## src/rtl/mem_access_ctrl.sv

```systemverilog
// MEM-stage load/store unit: decodes the EX instruction, runs one req/ack data-bus
// transaction per aligned LOAD/STORE, stalls the pipeline meanwhile and extends load data.
module mem_access_ctrl #(
  parameter int ADDR_W         = 32,
  parameter int TIMEOUT_CYCLES = 255
) (
  input  logic              clk,
  input  logic              reset,
  input  logic              ex_en,
  input  logic [31:0]       ex_insn,
  input  logic [ADDR_W-1:0] ex_alu_out,
  input  logic [31:0]       ex_store_data,
  input  logic              mem_flush,
  output logic              mem_stall,
  output logic [31:0]       mem_data_to_gpr,
  output logic              misalign_err,
  output logic              bus_err,
  output logic              dmem_req,
  output logic              dmem_we,
  output logic [ADDR_W-1:0] dmem_addr,
  output logic [31:0]       dmem_wdata,
  output logic [3:0]        dmem_be,
  input  logic              dmem_ack,
  input  logic [31:0]       dmem_rdata
);

  typedef enum logic [1:0] {S_IDLE, S_REQ, S_DONE} state_t;

  localparam logic [7:0] CNT_LAST = 8'(TIMEOUT_CYCLES - 1);

  state_t            state_q, state_d;
  logic              req_q, req_d;
  logic              we_q, we_d;
  logic [ADDR_W-1:0] addr_q, addr_d;
  logic [3:0]        be_q, be_d;
  logic [31:0]       wdata_q, wdata_d;
  logic [1:0]        lane_q, lane_d;
  logic [2:0]        f3_q, f3_d;
  logic [7:0]        cnt_q, cnt_d;
  logic [31:0]       data_q, data_d;
  logic              bus_err_q, bus_err_d;

  logic [6:0]  opcode;
  logic [2:0]  f3;
  logic        is_load, is_store, f3_ok, misaligned, access, start;
  logic [3:0]  st_be;
  logic [31:0] st_wdata;
  logic [7:0]  ld_byte;
  logic [15:0] ld_half;
  logic [31:0] ld_ext;
  logic        unused_insn;

  assign opcode      = ex_insn[6:0];
  assign f3          = ex_insn[14:12];
  assign unused_insn = ^{ex_insn[31:15], ex_insn[11:7]};

  assign is_load    = (opcode == 7'b0000011);
  assign is_store   = (opcode == 7'b0100011);
  assign f3_ok      = is_load  ? (f3[1:0] != 2'b11) && !(f3[2] && f3[1])
                    : is_store ? (!f3[2] && f3[1:0] != 2'b11) : 1'b0;
  assign misaligned = ((f3[1:0] == 2'b01) && ex_alu_out[0]) ||
                      ((f3[1:0] == 2'b10) && (ex_alu_out[1:0] != 2'b00));
  assign access     = ex_en && !mem_flush && f3_ok;
  assign start      = access && !misaligned;

  always_comb begin
    case (f3[1:0])
      2'b00:   begin st_be = 4'b0001 << ex_alu_out[1:0];            st_wdata = {4{ex_store_data[7:0]}};  end
      2'b01:   begin st_be = ex_alu_out[1] ? 4'b1100 : 4'b0011;     st_wdata = {2{ex_store_data[15:0]}}; end
      default: begin st_be = 4'b1111;                               st_wdata = ex_store_data;            end
    endcase
  end

  // Lane selection uses the address bits latched at issue, not the live EX inputs.
  always_comb begin
    case (lane_q)
      2'd0:    ld_byte = dmem_rdata[7:0];
      2'd1:    ld_byte = dmem_rdata[15:8];
      2'd2:    ld_byte = dmem_rdata[23:16];
      default: ld_byte = dmem_rdata[31:24];
    endcase
    ld_half = lane_q[1] ? dmem_rdata[31:16] : dmem_rdata[15:0];
    case (f3_q)
      3'b000:  ld_ext = {{24{ld_byte[7]}}, ld_byte};
      3'b001:  ld_ext = {{16{ld_half[15]}}, ld_half};
      3'b100:  ld_ext = {24'd0, ld_byte};
      3'b101:  ld_ext = {16'd0, ld_half};
      default: ld_ext = dmem_rdata;
    endcase
  end

  always_comb begin
    state_d      = state_q;
    req_d        = req_q;
    we_d         = we_q;
    addr_d       = addr_q;
    be_d         = be_q;
    wdata_d      = wdata_q;
    lane_d       = lane_q;
    f3_d         = f3_q;
    cnt_d        = cnt_q;
    data_d       = data_q;
    bus_err_d    = 1'b0;
    mem_stall    = 1'b0;
    misalign_err = 1'b0;
    case (state_q)
      S_IDLE: begin
        misalign_err = reset && access && misaligned;
        if (start) begin
          mem_stall = reset;
          req_d     = 1'b1;
          we_d      = is_store;
          addr_d    = {ex_alu_out[ADDR_W-1:2], 2'b00};
          be_d      = is_store ? st_be : 4'b1111;
          wdata_d   = is_store ? st_wdata : 32'd0;
          lane_d    = ex_alu_out[1:0];
          f3_d      = f3;
          cnt_d     = 8'd0;
          data_d    = 32'd0;
          state_d   = S_REQ;
        end
      end
      S_REQ: begin
        mem_stall = 1'b1;
        if (dmem_ack) begin
          req_d   = 1'b0;
          data_d  = we_q ? 32'd0 : ld_ext;
          state_d = S_DONE;
        end else if (cnt_q == CNT_LAST) begin
          req_d     = 1'b0;
          bus_err_d = 1'b1;
          data_d    = 32'd0;
          state_d   = S_DONE;
        end else begin
          cnt_d = cnt_q + 8'd1;
        end
      end
      S_DONE:  state_d = S_IDLE;
      default: state_d = S_IDLE;
    endcase
  end

  always_ff @(posedge clk or negedge reset) begin
    if (!reset) begin
      state_q   <= S_IDLE;
      req_q     <= 1'b0;
      we_q      <= 1'b0;
      addr_q    <= '0;
      be_q      <= 4'd0;
      wdata_q   <= 32'd0;
      lane_q    <= 2'd0;
      f3_q      <= 3'd0;
      cnt_q     <= 8'd0;
      data_q    <= 32'd0;
      bus_err_q <= 1'b0;
    end else begin
      state_q   <= state_d;
      req_q     <= req_d;
      we_q      <= we_d;
      addr_q    <= addr_d;
      be_q      <= be_d;
      wdata_q   <= wdata_d;
      lane_q    <= lane_d;
      f3_q      <= f3_d;
      cnt_q     <= cnt_d;
      data_q    <= data_d;
      bus_err_q <= bus_err_d;
    end
  end

  assign dmem_req        = req_q;
  assign dmem_we         = we_q;
  assign dmem_addr       = addr_q;
  assign dmem_be         = be_q;
  assign dmem_wdata      = wdata_q;
  assign bus_err         = bus_err_q;
  assign mem_data_to_gpr = (state_q == S_DONE) ? data_q : 32'd0;

endmodule

```

## config.mk

```make
export PLATFORM = sky130hd
export DESIGN_NAME = mem_access_ctrl
export DESIGN_NICKNAME = d
export VERILOG_FILES = /design/src/rtl/mem_access_ctrl.sv
export SDC_FILE = /design/constraint.sdc
export NUM_CORES = 1
export LEC_CHECK = 0
export CAP_MARGIN = 20
export CORE_AREA = 10 10 168 139
export DETAILED_ROUTE_END_ITERATION = 10
export DIE_AREA = 0 0 178 149
export SLEW_MARGIN = 20
export SYNTH_ARGS = -nofsm -noshare
export SYNTH_HDL_FRONTEND = slang
export SYNTH_SLANG_ARGS = --single-unit
```

## constraint.sdc

```tcl
create_clock -name clk -period 5.2 [get_ports clk]
set_input_delay 1.04 -clock clk [delete_from_list [all_inputs] [get_ports clk]]
set_output_delay 1.04 -clock clk [all_outputs]
set_load 0.01 [all_outputs]
```

=== After elaboration in Yosys (flattened, before gate mapping) ===
Cells that the tools add are included.

* Register bits: 116
* Latch bits: 0
* RAM bits: 0
* Bits in read-only memories: 0
* Bits of input ports: 133
* Word-level logic and storage cells: 89
* Memories kept: 0

* $add $sub $neg: 1
* Multipliers: 0
* Div/mod/pow operators: 0
* $lt $le $gt $ge: 0
* Eq/ne operators: 17
* Shifts and indexed selects: 1
* Multiplexer cells: 34
* Bitwise gates (word level): 0
* Reduce and logical (&&, ||, !) cells: 25

{| class="wikitable"
|+ Operators by type and width
! kind !! number
|-
| 32-bit 2-to-1 mux || 6
|-
| 32-bit case mux with 2 select lines || 2
|-
| 32-bit case mux with 4 select lines || 1
|-
| 8-bit 2-to-1 mux || 3
|-
| 8-bit case mux with 3 select lines || 1
|-
| 16-bit 2-to-1 mux || 1
|-
| 8-bit case mux with 2 select lines || 1
|-
| 1-bit logical AND || 10
|-
| 1-bit 2-to-1 mux || 10
|-
| 8-bit by 1-bit adder with 8-bit output (second input constant) || 1
|-
| 8-bit equality test (second input constant) || 1
|-
| 4-bit 2-to-1 mux || 2
|-
| 2-bit inequality test (second input constant) || 4
|-
| 4-bit case mux with 2 select lines || 1
|-
| 7-bit by 2-bit equality test with 1-bit output (second input constant) || 1
|-
| 7-bit by 6-bit equality test with 1-bit output (second input constant) || 1
|-
| 2-bit by 1-bit equality test with 1-bit output (second input constant) || 3
|-
| 2-bit equality test (second input constant) || 3
|-
| 3-bit equality test (second input constant) || 2
|-
| 2-bit zero test || 3
|-
| 2-bit 2-to-1 mux || 3
|-
| 1-bit zero test || 4
|-
| 1-bit case mux with 2 select lines || 2
|-
| 2-bit case mux with 2 select lines || 1
|-
| other kinds (9) || 11
|}

=== Depth between registers and ports, before layout ===
* Depth after elaboration: 8
* Mapped depth: 7

=== Worst setup path before layout ===
OpenSTA, ideal clock, no wires.

* Path kind: input to output
* Start point: in ex_insn[3]
* End point: out mem_stall
* Data arrival time: 2162 ps
* Required time: 4160 ps
* Setup slack: 1998 ps
* Stages: 5
* Buffers on the path: 1
* Cell sequence: nor4_1 -> and4_1 -> buf_2 -> nand2_1 -> o21ai_0

* Longest elaborated chain between the ends: 7
* Elaborated cells on any way between the ends: 8
* Classes of those cells: eq/ne: 2; mux: 4; reduce/logical: 2

{| class="wikitable"
|+ RTL lines
! what !! line !! text
|-
| start: declaration || 10 || <nowiki>input logic [31:0] ex_insn,</nowiki>
|-
| 7-bit by 6-bit equality test with 1-bit output || 58 || <nowiki>assign is_store = (opcode == 7'b0100011);</nowiki>
|-
| 1-bit 2-to-1 mux || 60 || <nowiki>: is_store ? (!f3[2] && f3[1:0] != 2'b11) : 1'b0;</nowiki>
|-
| 1-bit 2-to-1 mux * || 59 || <nowiki>assign f3_ok = is_load ? (f3[1:0] != 2'b11) && !(f3[2] && f3[1])</nowiki>
|-
| 1-bit logical AND * || 63 || <nowiki>assign access = ex_en && !mem_flush && f3_ok;</nowiki>
|-
| 1-bit logical AND * || 64 || <nowiki>assign start = access && !misaligned;</nowiki>
|-
| 1-bit 2-to-1 mux * || 109 || <nowiki>if (start) begin</nowiki>
|-
| 1-bit case mux with 2 select lines * || 106 || <nowiki>case (state_q)</nowiki>
|-
| end: declaration || 14 || <nowiki>output logic mem_stall,</nowiki>
|}

Mark *: on every way between the ends. The rest lies on a longest branch, timed or not.

=== Final worst setup path ===
* Start point: in ex_insn[12]
* End point: out mem_stall

* Longest elaborated chain between the ends: 8
* Elaborated cells on any way between the ends: 15
* Classes of those cells: eq/ne: 3; mux: 4; reduce/logical: 8

{| class="wikitable"
|+ RTL lines
! what !! line
|-
| 2-bit inequality test || 59, 60
|-
| 1-bit logical AND || 60
|-
| 1-bit 2-to-1 mux || 60
|-
| 1-bit 2-to-1 mux || 59
|-
| 1-bit logical AND || 63
|-
| 1-bit logical AND * || 64
|-
| 1-bit 2-to-1 mux * || 109
|-
| 1-bit case mux with 2 select lines * || 106
|}

Marked as above.

==> results.json <==
{
  "status": "finished clean",
  "yosys_most_used_dff": "dfrtp_1",
  "p_int_mw": 2.03,
  "swShare_pct": 21.9,
  "preCtsSetupSlack_ns": 0.953,
  "holdPathEnd": "data_q[21]",
  "numCtsBuffers": 17,
  "grt_max_degree": 74,
  "dp_cells": 994,
  "cts.hold.buffers_added": 0,
  "vias_per_cell": 4.76,
  "holdPathStages": 1,
  "clkPwrFrac_pct": 52.0,
  "grt_pass1_vias": 5487,
  "rsz0062_at_grt": "no",
  "wl_per_cell_um": 19.1,
  "yosysTopAreaCellShare_pct": 49.1,
  "finalSetupTns_ns": 0,
  "area_growth_pct": 51.6,
  "wl_um": 19600,
  "yosys_warnings": 0,
  "antenna_found_initial": 0,
  "worst-r2r-cell-count": 5,
  "critPathCaptureType": "output pin",
  "place_area_sq_um": 8290,
  "ir_worst_vdd_mv": 0.198,
  "initial_core_util_pct": 29.3,
  "clk_latency_ns": 0.42,
  "avgSynthCellArea_sq_um": 11.0,
  "period_minus_slack_ns": 4.20,
  "syn_inst": 537,
  "min_from": "data_q[21]",
  "final_hold_viol_count": 0,
  "clk_transition_reported_paths_ns": 0.05,
  "postCtsSetupBuffers": 0,
  "path_class": "input pin to output pin",
  "reg2reg_to": "dmem_addr[21]",
  "core_sq_um": 20200,
  "finalWorstSetupSlack_ns": 0.996,
  "switchingPower_uw": 571,
  "cts.sinks": 116,
  "p_leak_nw": 3.85,
  "grt_pass1_wl_um": 31400,
  "num_vias": 4879,
  "synth_cell_types": 48,
  "synth_area_leaders": "dfrtp_1, mux2_2, mux2i_1",
  "crit_start": "ex_insn[12]",
  "maxCapViolations": 0,
  "cts_tree": "built",
  "h-tree-depth": 4,
  "power_mw": 2.61,
  "drt_iter0_drc": 207,
  "synth_edf_count": 0,
  "drive_above_1_share_pct": 14.8,
  "route.detailed.drc": 0,
  "slew_viol_final": 0,
  "finalSetupViolations": 0,
  "reg2reg_slack_ns": 2.90,
  "seq_area_frac_synth_pct": 49.1,
  "overflow": 0,
  "dp_hpwl_um": 14900,
  "min_period_over_period_pct": 80.8,
  "gp_congestion": 0.849,
  "max_freq_ghz": 0.238,
  "ys_ff_latch": 116,
  "track_usage_pct": 15.1,
  "pwr-share-seq_pct": 36.8,
  "design_area_sq_um": 8960,
  "io_buffer_count": 213,
  "start_kind": "input pin",
  "clock_skew_ns": 0.0133,
  "rows": 47,
  "n_antenna_cell": 0,
  "path_max_fanout": 14,
  "die_h_um": 149,
  "fin_cells": 1025,
  "final_antenna_net_count": 0,
  "cp.required_ns": 4.16,
  "die-area_sq_um": 26500,
  "postCtsResizedCells": 0,
  "combPwrFrac_pct": 11.2,
  "tightest_slew_ns": 0.908,
  "maxSlewHeadroom_pct": 39.3,
  "first_pass_iters": 4,
  "async_flop_share_pct": 100,
  "worstPathArrival_ns": 3.16,
  "power_density_nw_per_um2": 291,
  "synth_area_sq_um": 5910,
  "die_width_um": 178,
  "yosys.area.top_type": "dfrtp_1",
  "final_nets": 879,
  "seq_area_sq_um": 2900,
  "multiInputGateArea_sq_um": 2770,
  "cts_root_buffer": "clkbuf_16",
  "clockBufferDepth": 2,
  "n_fill_cell": 1881,
  "r2r-start": "state_q[1]",
  "io_pins": 238,
  "hold_class": "flop to flop"
}
layout by cell type, fill, tap and decap left out, types with 5 or more instances in the layout:
cell type	n
a21boi_0	19
a21oi_1	24
a31o_2	6
a32o_1	5
and2_1	33
buf_4	10
bufinv_16	6
clkbuf_16	17
clkdlybuf4s50_1	212
dfrtp_1	116
inv_1	16
mux2_2	57
mux2i_1	33
nand2_1	33
nand2b_1	11
nor2_1	10
nor2b_1	15
o21ai_0	45
o2bb2ai_1	27
or3_1	8
per-stage QoR:
step	util [%]	hold WS, ns
2_1_floorplan	-	0.448
3_3_place_gp	41.1	0.468
3_5_place_dp	41.1	0.472
4_1_cts	44.4	0.487
5_1_grt	44.4	0.491
6_report	44.4	0.479
worst max-delay path, stage by stage:
cell and delay, ns:
clkdlybuf4s50_1 0.54, o21ai_0 0.26, and4_1 0.20, buf_4 0.19, nand2_1 0.10, o21ai_0 0.22
clkdlybuf4s50_1 0.60
power by group through the flow:
stage / Clock, mW / Combinational, mW / Sequential, mW
2_1_floorplan: 0 / 0.106 / 0.975
5_1_grt: 1.43 / 0.318 / 0.964
3_5_place_dp: 0 / 0.293 / 0.975
4_1_cts: 1.38 / 0.295 / 0.960
6_report: 1.35 / 0.291 / 0.960
3_3_place_gp: 0 / 0.290 / 0.973
sequential cells by signal, summed over array words and instances, names as in the netlist:
| name | count |
|---|---|
| f3_q | 3 |
| dmem_req | 1 |
| dmem_be | 4 |
| cnt_q | 8 |
| lane_q | 2 |
| state_q | 2 |
| bus_err | 1 |
| dmem_addr | 30 |
| data_q | 32 |
| dmem_wdata | 32 |
| dmem_we | 1 |
cells by family (layout without fill, tap and decap cells):
group	after synthesis	after routing	synth area share, %
and+or+nand+nor	128	128	12.1
DFF	116	116	49.1
other	1	2	0.0634
muxes	91	91	16.8
xor gates and xnor gates	3	3	0.445
buffers and inverters	52	270	4.21
AOI/OAI and AO/OA	144	144	16.8
adders and majority gates	2	2	0.423
cells in the mapped netlist, types with 11 or more instances:
cell / count
mux2_2: 57
nand2b_1: 11
o2bb2ai_1: 27
dfrtp_1: 116
inv_1: 16
nand2_1: 33
o21ai_0: 45
a21oi_1: 24
and2_1: 33
nor2b_1: 15
mux2i_1: 33
clkbuf_1: 16
a21boi_0: 19
worst max path at each step:
| stage | endpoint | slack (ns) | depth (start not counted) |
|---|---|---|---|
| CTS | mem_stall | 0.93 | 7 |
| global placement | mem_stall | 0.96 | 7 |
| finish | mem_stall | 1.0 | 7 |
| floorplan | mem_stall | 2.00 | 5 |
| detailed placement | mem_stall | 0.95 | 7 |
| global route | mem_stall | 0.74 | 7 |
layer usage:
metal	vias up	share of wire [%]	track usage [%]
li1	2328	-	-
met1	2376	42	18.3
met2	162	48	24.3
met3	13	9.4	6.55
met4	0	0.64	3.29
met5	-	0	0
area by class of cell:
cell class / instances / share of cell area (%)
clock buffers: 23 / 5.33
multi-input cells: 370 / 30.9
inverters: 16 / 0.670
clock inverters: 8 / 2.19
flip-flops and latches: 116 / 32.4
well taps: 269 / 3.76
repair buffers: 223 / 24.7
Power figures use the tool's default switching activity.
